--- src/rtl/clk_en_pkg.sv ---
// Shared definitions for the multi-channel clock-enable generator.
package clk_en_pkg;

  // Largest channel count the generator is meant to be built with.
  localparam int MAX_CH = 16;

  // Effective divisor: a programmed 0 behaves like 1 (enable every cycle).
  function automatic logic [31:0] eff_div(input logic [31:0] d);
    logic [31:0] r;
    if (d == 32'd0) begin
      r = 32'd1;
    end else begin
      r = d;
    end
    return r;
  endfunction

endpackage

--- src/rtl/clk_en_chan.sv ---
// One clock-enable channel: a down-counter with an active divisor and a
// one-deep pending divisor that is committed at the next period boundary
// (terminal count while advancing, or a global sync).
module clk_en_chan
  import clk_en_pkg::*;
#(
  parameter int               CNT_W   = 8,
  parameter logic [CNT_W-1:0] DEF_DIV = CNT_W'(32'd4)
) (
  input  logic             clk,
  input  logic             rst_n,
  input  logic             adv,
  input  logic             sync,
  input  logic             wr,
  input  logic [CNT_W-1:0] wr_div,
  output logic             clk_en,
  output logic             pending
);

  // Counter value loaded at a period boundary for divisor d.
  function automatic logic [CNT_W-1:0] reload(input logic [CNT_W-1:0] d);
    return CNT_W'(eff_div(32'(d)) - 32'd1);
  endfunction

  logic [CNT_W-1:0] cnt_r;
  logic [CNT_W-1:0] act_div_r;
  logic [CNT_W-1:0] pend_div_r;
  logic             pend_v_r;

  logic [CNT_W-1:0] cnt_s;
  logic [CNT_W-1:0] act_div_s;
  logic [CNT_W-1:0] pend_div_s;
  logic             pend_v_s;
  logic             terminal_s;
  logic             commit_s;

  // Next-state logic: boundary commit/reload, countdown, and pending capture.
  always_comb begin
    terminal_s = (cnt_r == {CNT_W{1'b0}});
    commit_s   = sync | (adv & terminal_s);
    cnt_s      = cnt_r;
    act_div_s  = act_div_r;
    pend_div_s = pend_div_r;
    pend_v_s   = pend_v_r;

    if (commit_s) begin
      if (pend_v_r) begin
        act_div_s = pend_div_r;
        cnt_s     = reload(pend_div_r);
      end else begin
        act_div_s = act_div_r;
        cnt_s     = reload(act_div_r);
      end
    end else if (adv) begin
      cnt_s = cnt_r - CNT_W'(32'd1);
    end else begin
      cnt_s = cnt_r;
    end

    // A write landing on a boundary cycle survives the commit of the old value.
    if (wr) begin
      pend_div_s = wr_div;
      pend_v_s   = 1'b1;
    end else if (commit_s) begin
      pend_v_s   = 1'b0;
    end else begin
      pend_v_s   = pend_v_r;
    end
  end

  // Channel state registers with asynchronous return to the default divisor.
  always_ff @(posedge clk or negedge rst_n) begin
    if (!rst_n) begin
      cnt_r      <= reload(DEF_DIV);
      act_div_r  <= DEF_DIV;
      pend_div_r <= {CNT_W{1'b0}};
      pend_v_r   <= 1'b0;
    end else begin
      cnt_r      <= cnt_s;
      act_div_r  <= act_div_s;
      pend_div_r <= pend_div_s;
      pend_v_r   <= pend_v_s;
    end
  end

  // adv already excludes sync, so the pulse is a pure terminal decode.
  assign clk_en  = adv & terminal_s;
  assign pending = pend_v_r;

endmodule

--- src/rtl/clk_en_gen.sv ---
// Multi-channel clock-enable generator: NUM_CH independent divided enable
// pulses with run-time divisors, global run/sync and a per-channel mask.
module clk_en_gen
  import clk_en_pkg::*;
#(
  parameter int                      NUM_CH       = 3,
  parameter int                      CNT_W        = 8,
  parameter logic [NUM_CH*CNT_W-1:0] DEFAULT_DIVS = {8'd24, 8'd12, 8'd4},
  localparam int                     CH_W         = (NUM_CH > 1) ? $clog2(NUM_CH) : 1
) (
  input  logic              clk,
  input  logic              rst_n,
  input  logic              run,
  input  logic              sync,
  input  logic [NUM_CH-1:0] ch_en,
  input  logic              cfg_we,
  input  logic [CH_W-1:0]   cfg_ch,
  input  logic [CNT_W-1:0]  cfg_div,
  output logic [NUM_CH-1:0] clk_en,
  output logic [NUM_CH-1:0] cfg_pending
);

  logic [NUM_CH-1:0] adv_s;
  logic [NUM_CH-1:0] wr_s;

  for (genvar i = 0; i < NUM_CH; i++) begin : g_ch
    // Sync takes priority over advancing; out-of-range cfg_ch matches no channel.
    assign adv_s[i] = run & ch_en[i] & ~sync;
    assign wr_s[i]  = cfg_we & (32'(cfg_ch) == 32'(i));

    clk_en_chan #(
      .CNT_W   (CNT_W),
      .DEF_DIV (DEFAULT_DIVS[i*CNT_W +: CNT_W])
    ) u_chan (
      .clk     (clk),
      .rst_n   (rst_n),
      .adv     (adv_s[i]),
      .sync    (sync),
      .wr      (wr_s[i]),
      .wr_div  (cfg_div),
      .clk_en  (clk_en[i]),
      .pending (cfg_pending[i])
    );
  end

endmodule

--- config.mk ---
export PLATFORM = sky130hd
export DESIGN_NAME = clk_en_gen
export DESIGN_NICKNAME = d
export VERILOG_FILES = /design/src/rtl/clk_en_pkg.sv /design/src/rtl/clk_en_chan.sv /design/src/rtl/clk_en_gen.sv
export SDC_FILE = /design/constraint.sdc
export NUM_CORES = 1
export LEC_CHECK = 0
export BUFFER_PORTS_ARGS = -buffer_cell sky130_fd_sc_hd__buf_2
export CAP_MARGIN = 25
export CORE_MARGIN = 5
export CORE_UTILIZATION = 55
export DETAILED_ROUTE_END_ITERATION = 10
export PLACE_DENSITY_LB_ADDON = 0.15
export SYNTH_ARGS = -nofsm -noshare
export SYNTH_HDL_FRONTEND = slang
export SYNTH_SLANG_ARGS = --single-unit
--- constraint.sdc ---
create_clock -name clk -period 6.03 [get_ports clk]
set_input_delay 0.603 -clock clk [delete_from_list [all_inputs] [get_ports clk]]
set_output_delay 0.603 -clock clk [all_outputs]
set_load 0.05 [all_outputs]
Yosys cells after proc, flatten, opt, wreduce, memory -nomap -nowiden. Index checks and enable logic that the tools add are counted.

Word-level logic and storage cells: 91. Bits of input ports: 18. Bits in registers: 75. Output and inout bits: 6.

Equality and inequality tests: 2. Bitwise logic cells: 16. Add/sub/neg operators: 9. Muxes and demuxes: 33. Reduce and logical (&&, ||, !) cells: 19.

Operator list (count): $mux 8 (27); $logic_not 8->1 (9); $sub 8x1->8 const B (9); $and 1x1->1 (12); $reduce_bool 2->1 (6); $mux 1 (6); $reduce_and 2->1 (3); $or 1x1->1 (3); $eq 2x1->1 const B (1); $eq 2x2->1 const B (1); $logic_not 2->1 (1); $not 1->1 (1).

Longest topological paths before layout. Gate-level depths: netlist of the first run.

Word-level depth: 8. Gate-level depth with buffers: 13. Gate-level depth less buffers: 10.

Cells and area by module. A second synthesis of the first run with hierarchy kept.

Cell total of the unflattened synthesis: 432. Area total of the unflattened synthesis: 4465.5 µm².

Modules (own cells, without submodules): clk_en_chan at g_ch[2].u_chan (cells an instance 142, times used 1, sequential area each 633.1 µm², area each 1471.4 µm²); clk_en_chan at g_ch[1].u_chan (cells an instance 142, times used 1, sequential area each 631.9 µm², area each 1470.2 µm²); clk_en_chan at g_ch[0].u_chan (cells an instance 142, times used 1, sequential area each 629.4 µm², area each 1467.7 µm²); clk_en_gen (cells an instance 6, times used 1, sequential area each 0.0 µm², area each 56.3 µm²).

Worst setup path after synthesis of the first run. OpenSTA, ideal clock, no wires.

Path type: input to register. From: input port run. To: register g_ch[2].u_chan.cnt_r[6]. Slack: 3390 ps. Stages on the path: 12. Data arrival time: 2509 ps. Path buffers: 4. Required time: 5899 ps. Setup time: 131 ps. Cells stage by stage: buf_2 -> and2_1 -> clkbuf_1 -> a41o_1 -> clkbuf_1 -> nand2_1 -> o21ai_0 -> ha_1 -> clkbuf_1 -> a21boi_1 -> xnor2_1 -> o21ai_1.

Longest elaborated chain between the ends: 5. Elaborated cells on any way between the ends: 6. Those cells by class: 1 x mux; 4 x bitwise; 1 x reduce/logical.

RTL lines: start: declaration (RTL line clk_en_gen.sv:13) `input logic run,`; $and 1x1->1 (*) (2 in series) (RTL line clk_en_gen.sv:28) `assign adv_s[i] = run & ch_en[i] & ~sync;`; $and 1x1->1 (RTL line clk_en_chan.sv:40) `commit_s = sync | (adv & terminal_s);`; $or 1x1->1 (RTL line clk_en_chan.sv:40); $mux 8 / $reduce_bool 2->1 (equally long branches); end signal: assignment (RTL line clk_en_chan.sv:74) `cnt_r <= reload(DEF_DIV);`; end signal: assignment (RTL line clk_en_chan.sv:79) `cnt_r <= cnt_s;`; end: declaration (RTL line clk_en_chan.sv:25) `logic [CNT_W-1:0] cnt_r;`.

Mark *: on every way between the ends. The rest lies on a longest branch, timed or not. A chain may end at the register's enable or synchronous reset.

Worst setup path after layout of the first run.
From: register g_ch[1].u_chan.cnt_r[2]. To: register g_ch[1].u_chan.cnt_r[6].

Longest elaborated chain between the ends: 4. Elaborated cells on any way between the ends: 7. Those cells by class: 1 x add/sub; 2 x mux; 2 x bitwise; 2 x reduce/logical.

RTL lines (RTL line): start: declaration (clk_en_chan.sv:25); start signal: assignment (clk_en_chan.sv:74); start signal: assignment (clk_en_chan.sv:79); parallel branches: the longest is 4 deep, another holds $sub 8x1->8.

Several ways; the timed one is not identified. The select of a mux whose other input is x is not followed.

==> run summary, run 1 <==
status: complete, no violations
clk root buf: clkbuf_8
Yosys top cell area share: 0.3516
hold-fix buffer count after cts: 0
placed cells: 533
CP required: 6300 ps
sequential area share after synthesis: 0.4363
fin crit share: 0.4879
# fillers: 642
worst-margin pin slew: 899.5 ps
Clock transition at path regs: 90 ps
nets@finish: 464
clock buffer depth: 2
Boundary Pins: 24
Non-Filler Instances: 550
critical-path cell list: or4_4 > o41ai_4 > and3_1 > a21oi_1 > ha_1 > nand3_1 > mux2i_1 > o21ai_1 > a21oi_1
Avg Cell Area, Syn: 10.12 sq um
main area contributors after synthesis: dfrtp_1 (35%), mux2_2 (12%), dfstp_2 (8.5%), mux2i_1 (5.5%), nor2_1 (3.4%)
slew margin rel.: 0.3924
IO Port Bufs: 23
unrepaired setup endpoints after global routing: no
initial core utilization: 0.5619
Total GRT Usage: 0.1957
most frequent CP cell: a21oi_1
CTS resizes: 0
CP max stage cell: o41ai_4
Std-Cell Rows: 32
ys async rst share: 1.000
Hold Crit Class: input pin to async pin
number of buffers created by CTS: 9
Clk Latency, worst-skew pair: 340 ps
Avg Vias per Cell: 5.940
Startpoint Class: flip-flop
cell type with the largest total area after synthesis: dfrtp_1
Residual DRC: 0
Pwr per Cell Area: 420.0 nW/um^2
Critical path origin: g_ch[1].u_chan.cnt_r[2]$_DFFE_PN0P_
clk_skew: 10.44 ps
Die ar.: 9770 sq um
critical path's largest stage delay: 730 ps
post-synthesis cell type count: 56
GR Overflow Total: 0
count leader, synth: dfrtp_1
max-slew violations: 0
Final Wtd Congestion: 0.8483
Wirelength per Cell: 16.84 um
CTS sink cnt: 75
FF/Latch Area: 1894 sq um
#FFs+latches synth: 75
diode count: 0
largest net degree at the start of global routing: 76
min Tclk post-route: 2942 ps
Area growth syn-to-layout: 9.193%
main flop type after synthesis: dfrtp_1
area of the multi-input gates: 2297 sq um
global-route wire length before repair: 15770 um
syn_nets: 450
dpl hpwl: 6649 um
Critical R2R Launch: g_ch[1].u_chan.cnt_r[2]$_DFFE_PN0P_
antenna violations before repair: 0
Crit Path Category: flip-flop to flip-flop
Max Cap Viol: 0
Synth Instances: 429
Mapped Area: 4342 sq um
yosys warns: 0
share of layout cells above drive strength 1: 0.2522
Post-synth top cells: dfrtp_1 (61), mux2_2 (46), nor2_1 (39), nand2_1 (36), a21oi_1 (27)
number of synthesized flops with an enable pin: 0
vias in the first global route: 3152
CP arrival: 3210 ps
Setup Fix Bufs, Post-CTS: 0
Die Height: 98.85 um
H-tree depth: 3
Core ar.: 7727 sq um
worst vdd ir: 0.2206 mV
post-route setup TNS: 0 ps
endpoints failing hold: 0
WL final: 9263 um
r2r setup slk: 3090 ps
CTS tree: yes
Die Span X: 98.85 um
CP Max Fanout: 15
Achievable Freq: 0.3399 GHz
Final ANT Viol Nets: 0
Final setup viols: 0
leak pwr: 1.905 nW
via count: 3267
first-pass iteration count of the detailed router: 4
Iter 0 DRT Violations: 199
Critical Path End Type: flip-flop
-- path summary, 6_finish.rpt --
path,endpoint,cells past startpoint
setup / recovery,g_ch[1].u_chan.cnt_r[6]$_DFFE_PN0P_,9
hold / removal,g_ch[2].u_chan.cnt_r[2]$_DFFE_PN1P_,1
setup reg to reg,g_ch[1].u_chan.cnt_r[6]$_DFFE_PN0P_,9
hold reg to reg,g_ch[1].u_chan.cnt_r[3]$_DFFE_PN1P_,2
max in group asynchronous,g_ch[0].u_chan.act_div_r[2]$_DFFE_PN1P_,2
min in group clk,g_ch[1].u_chan.cnt_r[3]$_DFFE_PN1P_,2
-- critical path: cells and delay by family (launching register included) --
kind,cells,cell delay [ps]
fa+ha+maj,1,290
mux,1,200
simple gates,3,970
flops,1,430
compound gates,4,990
-- cell usage in the layout, fill, tap and decap left out, types with 2 or more instances in the layout --
| cell type | count |
|---|---|
| o22ai_1 | 5 |
| mux2_2 | 46 |
| nor2_1 | 39 |
| nand3b_1 | 3 |
| a31oi_1 | 6 |
| a41oi_1 | 3 |
| bufinv_16 | 2 |
| o21a_1 | 6 |
| nand2_1 | 36 |
| dfrtp_1 | 61 |
| mux2_1 | 8 |
| o21ai_0 | 18 |
| nor3_1 | 18 |
| xnor2_1 | 6 |
| buf_2 | 22 |
| a211oi_1 | 3 |
| clkinvlp_4 | 2 |
| mux2i_1 | 24 |
| a21oi_1 | 27 |
| or3_1 | 2 |
| nor4_4 | 2 |
| a311o_1 | 2 |
| a2111oi_0 | 2 |
| o31ai_1 | 2 |
| o2bb2ai_1 | 3 |
| nor4_1 | 4 |
| nor3b_1 | 3 |
| ha_1 | 3 |
| nand3_1 | 10 |
| a2111oi_2 | 2 |
| inv_1 | 8 |
| clkbuf_8 | 11 |
| dfstp_2 | 14 |
| and3_1 | 2 |
| xor2_1 | 4 |
| o211ai_1 | 4 |
| o21ai_1 | 11 |
| or4_1 | 2 |
| buf_4 | 2 |
-- cell type report --
cell class | instances | area share
Clock buffer | 11 | 0.03193
Tap cell | 102 | 0.02692
Inverter | 9 | 0.007126
Clock inverter | 5 | 0.01768
Sequential cell | 75 | 0.3996
Multi-Input combinational cell | 323 | 0.4846
Timing Repair Buffer | 25 | 0.03220
-- cell families (layout without fill, tap and decap cells) --
family	after synthesis	after routing	synth area share
buffers and inverters	31	50	0.03458
AND/OR/NAND/NOR	128	128	0.1464
AO/OA/AOI/OAI	104	104	0.1585
adder cells (fa/ha/maj)	3	3	0.008646
flip-flops	75	75	0.4363
XOR/XNOR	10	10	0.02017
multiplexers	78	78	0.1954
-- flip-flops by register name, indices dropped and copies added, names as in the netlist --
signal,cells
g_ch.u_chan.pend_div_r,24
g_ch.u_chan.act_div_r,24
g_ch.u_chan.cnt_r,24
g_ch.u_chan.pending,3
-- power by group --
part	internal [mW]	total [mW]	switching (mW)
registers	0.704	0.906	0.201
clock network	0.257	0.450	0.193
logic	0.300	0.635	0.336
total	1.26	1.99	0.730
-- through the flow --
step	hold slack, ps	total power [mW]	utilization	cell area, sq um	setup WS [ps]
finish	214.4	1.991	0.6135	4741	3088
global route	203.5	2.129	0.6135	4741	2797
CTS	439.0	1.993	0.6099	4713	3092
detailed placement	468.9	1.536	0.5795	4478	3065
global placement	466.0	1.517	0.5795	4478	3132
floorplan	307.4	1.363	-	4342	3390
-- layer usage --
layer / track usage / wire [um]
met5: 0 / 0
met1: 0.3107 / 4844
met3: 0.02831 / 357
met4: 0.04517 / 55
met2: 0.2800 / 4006
Note: power is estimated with default switching activity, not from simulation.
==> inputs of run 2 (changes only) <==
- clock period: 6.03 -> 3.05 ns (I/O delays scaled with it)
==> run 2 against run 1 <==
  * Die area did not move
  * Final area increased by 0.21%
  * Worst setup slack worse by 2700 ps
  * Largest cell class unchanged
  * Largest power group unchanged
  * Highest routed layer unchanged
==> run summary, run 2 (synthesis gave the netlist of run 1 again) <==
Final Wtd Congestion: 0.8763 (+3.3%)
Setup Fix Bufs, Post-CTS: 0 (unchanged)
GR Overflow Total: 0 (unchanged)
Pwr per Cell Area: 801.4 nW/um^2 (+91%)
Hold Crit Class: input pin to flip-flop
Final setup viols: 0 (unchanged)
Die Span X: 98.85 um (unchanged)
Avg Vias per Cell: 5.946 (+0.10%)
most frequent cells in the layout: dfrtp_1 (61), mux2_2 (46), nor2_1 (39), nand2_1 (36), a21oi_1 (27)
Die Height: 98.85 um (unchanged)
Pwr Total: 3.808 mW (+91%)
Residual DRC: 0 (unchanged)
# fillers: 660 (+2.8%)
H-tree depth: 3 (unchanged)
via count: 3306 (+1.2%)
vias in the first global route: 3208 (+1.8%)
IO Port Bufs: 23 (unchanged)
Hold Path Cell Cnt: 3
largest net degree at the start of global routing: 76 (unchanged)
biggest regs: g_ch.u_chan.act_div_r x24, g_ch.u_chan.cnt_r x24, g_ch.u_chan.pend_div_r x24
CP Max Fanout: 14 (-1)
Core ar.: 7727 sq um (unchanged)
global-route wire length before repair: 16040 um (+1.8%)
Iter 0 DRT Violations: 150 (-25%)
min Tclk post-route: 2643 ps (-298.9 ps)
Total GRT Usage: 0.2006 (+0.004889)
worst-margin pin slew: 808.1 ps (-91.37 ps)
first-pass iteration count of the detailed router: 4 (unchanged)
Crit Path Category: flip-flop to flip-flop
slew margin rel.: 0.4593 (+0.06683)
clk_skew: 7.612 ps (-2.827 ps)
Clk Latency, worst-skew pair: 340 ps (about the same)
hold-fix buffer count after cts: 0 (unchanged)
fin crit share: 0.8666 (+0.3787)
CP required: 3320 ps (-2980 ps)
share of layout cells above drive strength 1: 0.2599 (+0.007680)
nets@finish: 470 (+1.3%)
max-slew violations: 0 (unchanged)
Clock transition at path regs: 80 ps (about the same)
Std-Cell Rows: 32 (unchanged)
status: complete, no violations
Final ANT Viol Nets: 0 (unchanged)
setup ws final: 407.0 ps (-2681 ps)
CTS resizes: 0 (unchanged)
unrepaired setup endpoints after global routing: no
initial core utilization: 0.5619 (unchanged)
leak pwr: 1.921 nW (+0.86%)
highest routed metal layer: met4
Critical Path End Type: flip-flop
post-route setup TNS: 0 ps (unchanged)
CTS sink cnt: 75 (unchanged)
Startpoint Class: flip-flop
antenna violations before repair: 0 (unchanged)
endpoints failing hold: 0 (unchanged)
Wirelength per Cell: 16.59 um (-1.5%)
Die ar.: 9770 sq um (unchanged)
Achievable Freq: 0.3784 GHz (+11%)
Max Cap Viol: 0 (unchanged)
WL final: 9226 um (-0.40%)
dpl hpwl: 6763 um (+1.7%)
CP arrival: 2910 ps (-300 ps)
Boundary Pins: 24 (unchanged)
R2R cell count: 8 (-1)
commonest non-fill, non-tap cell in the layout: dfrtp_1
met3 wire len: 420 um (+18%)
CTS tree: yes
clock buffer depth: 2 (unchanged)
Area growth syn-to-layout: 9.424%
clk root buf: clkbuf_8
hold_ws: 224.2 ps (+9.793 ps)
worst vdd ir: 0.3299 mV (+50%)
met2 routed WL: 4011 um (+0.12%)
diode count: 0 (unchanged)
worst slack, placed: 456.1 ps (-2609 ps)
Metal-1 WL: 4721 um (-2.5%)
number of buffers created by CTS: 9 (unchanged)
-- run 2: routing by layer --
layer,track usage,vias up
li1,-,1623
met1,0.3136,1597
met2,0.2789,78
met3,0.03822,8
met4,0.06092,0
met5,0,-
-- run 2: worst paths after layout --
check	from	slack, ps	end
setup reg to reg	g_ch[0].u_chan.cnt_r[3]$_DFFE_PN0P_	410	g_ch[0].u_chan.cnt_r[4]$_DFFE_PN0P_
setup / recovery	g_ch[0].u_chan.cnt_r[3]$_DFFE_PN0P_	410	g_ch[0].u_chan.cnt_r[4]$_DFFE_PN0P_
max in group asynchronous	rst_n	2090	g_ch[0].u_chan.cnt_r[1]$_DFFE_PN1P_
hold reg to reg	g_ch[1].u_chan.cnt_r[3]$_DFFE_PN1P_	480	g_ch[1].u_chan.cnt_r[3]$_DFFE_PN1P_
hold / removal	cfg_div[0]	220	g_ch[0].u_chan.pend_div_r[0]$_DFFE_PN0P_
min in group asynchronous	rst_n	370	g_ch[2].u_chan.act_div_r[2]$_DFFE_PN0P_
-- run 2: layout make-up --
| cell class | count | area (sq um) | area share |
|---|---|---|---|
| clock buffer | 9 | 123.9 | 0.02607 |
| timing repair buffer | 31 | 200.2 | 0.04214 |
| sequential | 75 | 1894 | 0.3987 |
| inverter | 9 | 33.78 | 0.007111 |
| tap | 102 | 127.6 | 0.02686 |
| multi-input combinational | 323 | 2297 | 0.4835 |
| clock inverter | 7 | 73.82 | 0.01554 |
-- run 2: report_power, final --
group | internal (mW) | switching [mW]
registers | 1.39 | 0.397
logic | 0.596 | 0.653
clock network | 0.384 | 0.385
total | 2.37 | 1.44
-- run 2: metrics by stage --
| step | area (sq um) | std cells | util |
|---|---|---|---|
| global route | 4751 | 556 | 0.6148 |
| detailed placement | 4516 | 538 | 0.5844 |
| floorplan | 4342 | 429 | - |
| CTS | 4713 | 554 | 0.6099 |
| global placement | 4516 | 538 | 0.5844 |
| finish | 4751 | 556 | 0.6148 |
-- run 2: worst max-delay path: stages, from the launching register on --
cell,delay [ps]
dfrtp_1,470
nor4_4,440
a31o_2,400
mux2i_1,310
ha_1,300
inv_1,90
a2111oi_0,350
a21oi_1,70
o21ai_1,120
==> inputs of run 3 (changes only) <==
- SYNTH_HIERARCHICAL: default -> 1
==> run 3 against run 2 <==
  * Clock skew up 7.3 ps
  * Critical path depth down 2
  * Die area up 2.6%
  * Sequential power about the same
  * Worst hold slack worse by 24 ps
  * Non-clock buffer count down 1
  * Routed wire length up 7.6%
  * Cell count up 2.2%
  * Synthesized cell count up 0.70%
  * First-iteration DRC count up 1.3%
  * Clock power about the same
  * Final area up 3.3%
  * Critical endpoint is now g_ch[0].u_chan/cnt_r[5]$_DFFE_PN0P_
  * Largest power group unchanged
==> run summary, run 3 <==
compound-gate portion of the synthesized area: 0.1563 (-0.002155)
critical path's largest stage delay: 760 ps (+290 ps)
Clk Latency, worst-skew pair: 360 ps (+20 ps)
Iter 0 DRT Violations: 152 (+1.3%)
main flop type after synthesis: dfrtp_1
Avg Cell Area, Syn: 10.34 sq um (+2.1%)
global-route wire length before repair: 16760 um (+4.5%)
clock buffer depth: 2 (unchanged)
Wirelength per Cell: 17.48 um (+5.3%)
first-pass iteration count of the detailed router: 5 (+1)
dpl hpwl: 7221 um (+6.8%)
Achievable Freq: 0.4376 GHz (+16%)
Yosys top cell area share: 0.3418 (-0.009753)
number of buffers created by CTS: 9 (unchanged)
commonest non-fill, non-tap cell in the layout: dfrtp_1
antenna violations before repair: 0 (unchanged)
IO Port Bufs: 23 (unchanged)
largest net degree at the start of global routing: 76 (unchanged)
WHS Endpoint: g_ch[0].u_chan/pend_div_r[0]$_DFFE_PN0P_
fin crit share: 0.7492 (-0.1173)
Startpoint Class: flip-flop
Die ar.: 10020 sq um (+2.6%)
Total GRT Usage: 0.2094 (+0.008811)
WP depth: 6 (-2)
Synth Area in Adders: 0.008406 (-0.0002398)
Final ANT Viol Nets: 0 (unchanged)
Area growth syn-to-layout: 9.863%
syn_nets: 453 (+0.67%)
most frequent cells in the layout: dfrtp_1 (61), mux2_2 (57), nand2_1 (36), nor2_1 (36)
Hold Startpoint: cfg_div[0]
Final Util: 0.6284 (+0.01357)
Pwr Total: 3.862 mW (+1.4%)
unrepaired setup endpoints after global routing: no
Critical R2R Launch: g_ch[0].u_chan/pending$_DFFE_PN0P_
worst slack, placed: 437.2 ps (-18.91 ps)
leak pwr: 2.052 nW (+6.8%)
min Tclk post-route: 2285 ps (-357.9 ps)
Setup Fix Bufs, Post-CTS: 0 (unchanged)
setup ws final: 764.8 ps (+357.9 ps)
Post-synth top cells: dfrtp_1 (61), mux2_2 (57), nand2_1 (36), nor2_1 (36)
share of layout cells above drive strength 1: 0.3090 (+0.04910)
FF-to-FF End: g_ch[0].u_chan/cnt_r[5]$_DFFE_PN0P_
diode count: 0 (unchanged)
main area contributors after synthesis: dfrtp_1 (34%), mux2_2 (14%), dfstp_2 (8.2%), mux2i_1 (5.4%), nand2_1 (3.0%)
number of synthesized flops with an enable pin: 0 (unchanged)
Pwr per Cell Area: 787.2 nW/um^2 (-1.8%)
biggest regs: g_ch.u_chan/act_div_r x24, g_ch.u_chan/cnt_r x24, g_ch.u_chan/pend_div_r x24
critical-path cell list: mux2i_1 > o211a_1 > o21ai_1 > nand2_1 > a211oi_2 > o311a_1
Die Span X: 100.1 um (+1.3%)
yosys warns: 6 (+6)
Avg Vias per Cell: 6.130 (+3.1%)
H-tree depth: 3 (unchanged)
max-slew violations: 0 (unchanged)
CP bufs+invs: 0 (-1)
post-synthesis simple-gate area fraction: 0.1849 (+0.03853)
via count: 3482 (+5.3%)
mux share of post-synthesis cell area: 0.1975 (+0.002145)
Core ar.: 7807 sq um (+1.0%)
vias in the first global route: 3353 (+4.5%)
Final Wtd Congestion: 0.9121 (+4.1%)
Mapped Area: 4466 sq um (+2.9%)
FF/Latch Area: 1894 sq um (unchanged)
post-route setup TNS: 0 ps (unchanged)
Hold Path Cell Cnt: 2 (-1)
# fillers: 665 (+0.76%)
GR Overflow Total: 0 (unchanged)
Boundary Pins: 24 (unchanged)
xor/xnor share of the synthesized area: 0.005884 (-0.01429)
cell type with the largest total area after synthesis: dfrtp_1
CTS tree: yes
endpoints failing hold: 0 (unchanged)
area of the multi-input gates: 2470 sq um (+7.5%)
R2R cell count: 6 (-2)
CP max stage cell: dfrtp_1
post-synthesis cell type count: 44 (-21%)
clk_skew: 14.96 ps (+7.347 ps)
Hold Crit Class: input pin to flip-flop
CP arrival: 2520 ps (-390 ps)
sequential area share after synthesis: 0.4242 (-0.01210)
Std-Cell Rows: 32 (unchanged)
worst vdd ir: 0.4368 mV (+32%)
status: complete, no violations
Residual DRC: 0 (unchanged)
ys async rst share: 1.000 (unchanged)
initial core utilization: 0.5720 (+0.01010)
WL final: 9928 um (+7.6%)
Final setup viols: 0 (unchanged)
Crit Path Category: flip-flop to flip-flop
Clock transition at path regs: 100 ps (+20 ps)
Max Cap Viol: 0 (unchanged)
nets@finish: 482 (+2.6%)
r2r setup slk: 760 ps (+360 ps)
Die Height: 100.1 um (+1.3%)
slew margin rel.: 0.4980 (+0.03870)
Critical path origin: g_ch[0].u_chan/pending$_DFFE_PN0P_
CP top delay family: flip-flops
largest family of logic cells by synthesized area: multiplexers
worst-margin pin slew: 749.8 ps (-58.34 ps)
Critical Path End Type: flip-flop
CTS sink cnt: 75 (unchanged)
CP Max Fanout: 15 (+1)
count leader, synth: dfrtp_1
clk root buf: clkbuf_8
Synth Instances: 432 (+0.70%)
CP required: 3280 ps (-40 ps)
#FFs+latches synth: 75 (unchanged)
[run 3: changes by cell type in the layout (fill, tap and decap cells not counted), sizes merged, moves of 4 or more]
cell / delta
nand2: +8
nor3b: +7
nor3: +6
and3b: +5
o21ai: -8
xnor2: -6
a2111oi: -4
a31o: +5
[run 3: logic make-up after synthesis]
family | after synthesis
xor gates and xnor gates | 3
adders and majority gates | 3
and+or+nand+nor | 153
muxes | 81
buffers and inverters | 18
AOI/OAI and AO/OA | 99
DFF | 75
[run 3: stage by stage]
stage          hold slack (ps)  instances  instance area, sq um
3_5_place_dp             498.4        550                  4669
2_1_floorplan            9.409        432                  4466
6_report                 199.8        568                  4906
5_1_grt                  185.6        568                  4906
4_1_cts                  115.7        566                  4868
3_3_place_gp             495.8        550                  4669
[run 3: how the worst max path moves through the flow]
stage / to / slack [ps]
after floorplan: g_ch[0].u_chan/cnt_r[2]$_DFFE_PN0P_ / 1050
after global placement: g_ch[2].u_chan/cnt_r[6]$_DFFE_PN0P_ / 500
after detailed placement: g_ch[2].u_chan/cnt_r[6]$_DFFE_PN0P_ / 440
after CTS: g_ch[0].u_chan/cnt_r[5]$_DFFE_PN0P_ / 790
after global routing: g_ch[2].u_chan/cnt_r[6]$_DFFE_PN0P_ / 580
final: g_ch[0].u_chan/cnt_r[5]$_DFFE_PN0P_ / 760
[run 3: what timing repair did]
action | in CTS | in global routing
endpoints found under the hold margin | 0 | 6
endpoints found under the setup margin | 0 | 0
gates resized for setup | 0 | 0
hold buffers | 0 | 1
[run 3: routing by layer]
metal  vias to the layer above  part of all wire  track usage
met4                         0             0.020      0.08497
met2                        65              0.48       0.3309
met5                         -                 0            0
li1                       1669                 -            -
met1                      1736              0.46       0.2919
met3                        12             0.034      0.02849
[run 3: where the power goes]
group          internal (mW)  switching [mW]
registers               1.39           0.412
logic                  0.621           0.667
clock network          0.325           0.447
[run 3: cell type report]
type / instances / area share
tap: 102 / 0.02601
multi-input combinational: 339 / 0.5034
timing repair buffer: 30 / 0.03928
clock buffer: 9 / 0.02525
clock inverter: 7 / 0.01530
inverter: 6 / 0.004591
sequential: 75 / 0.3861
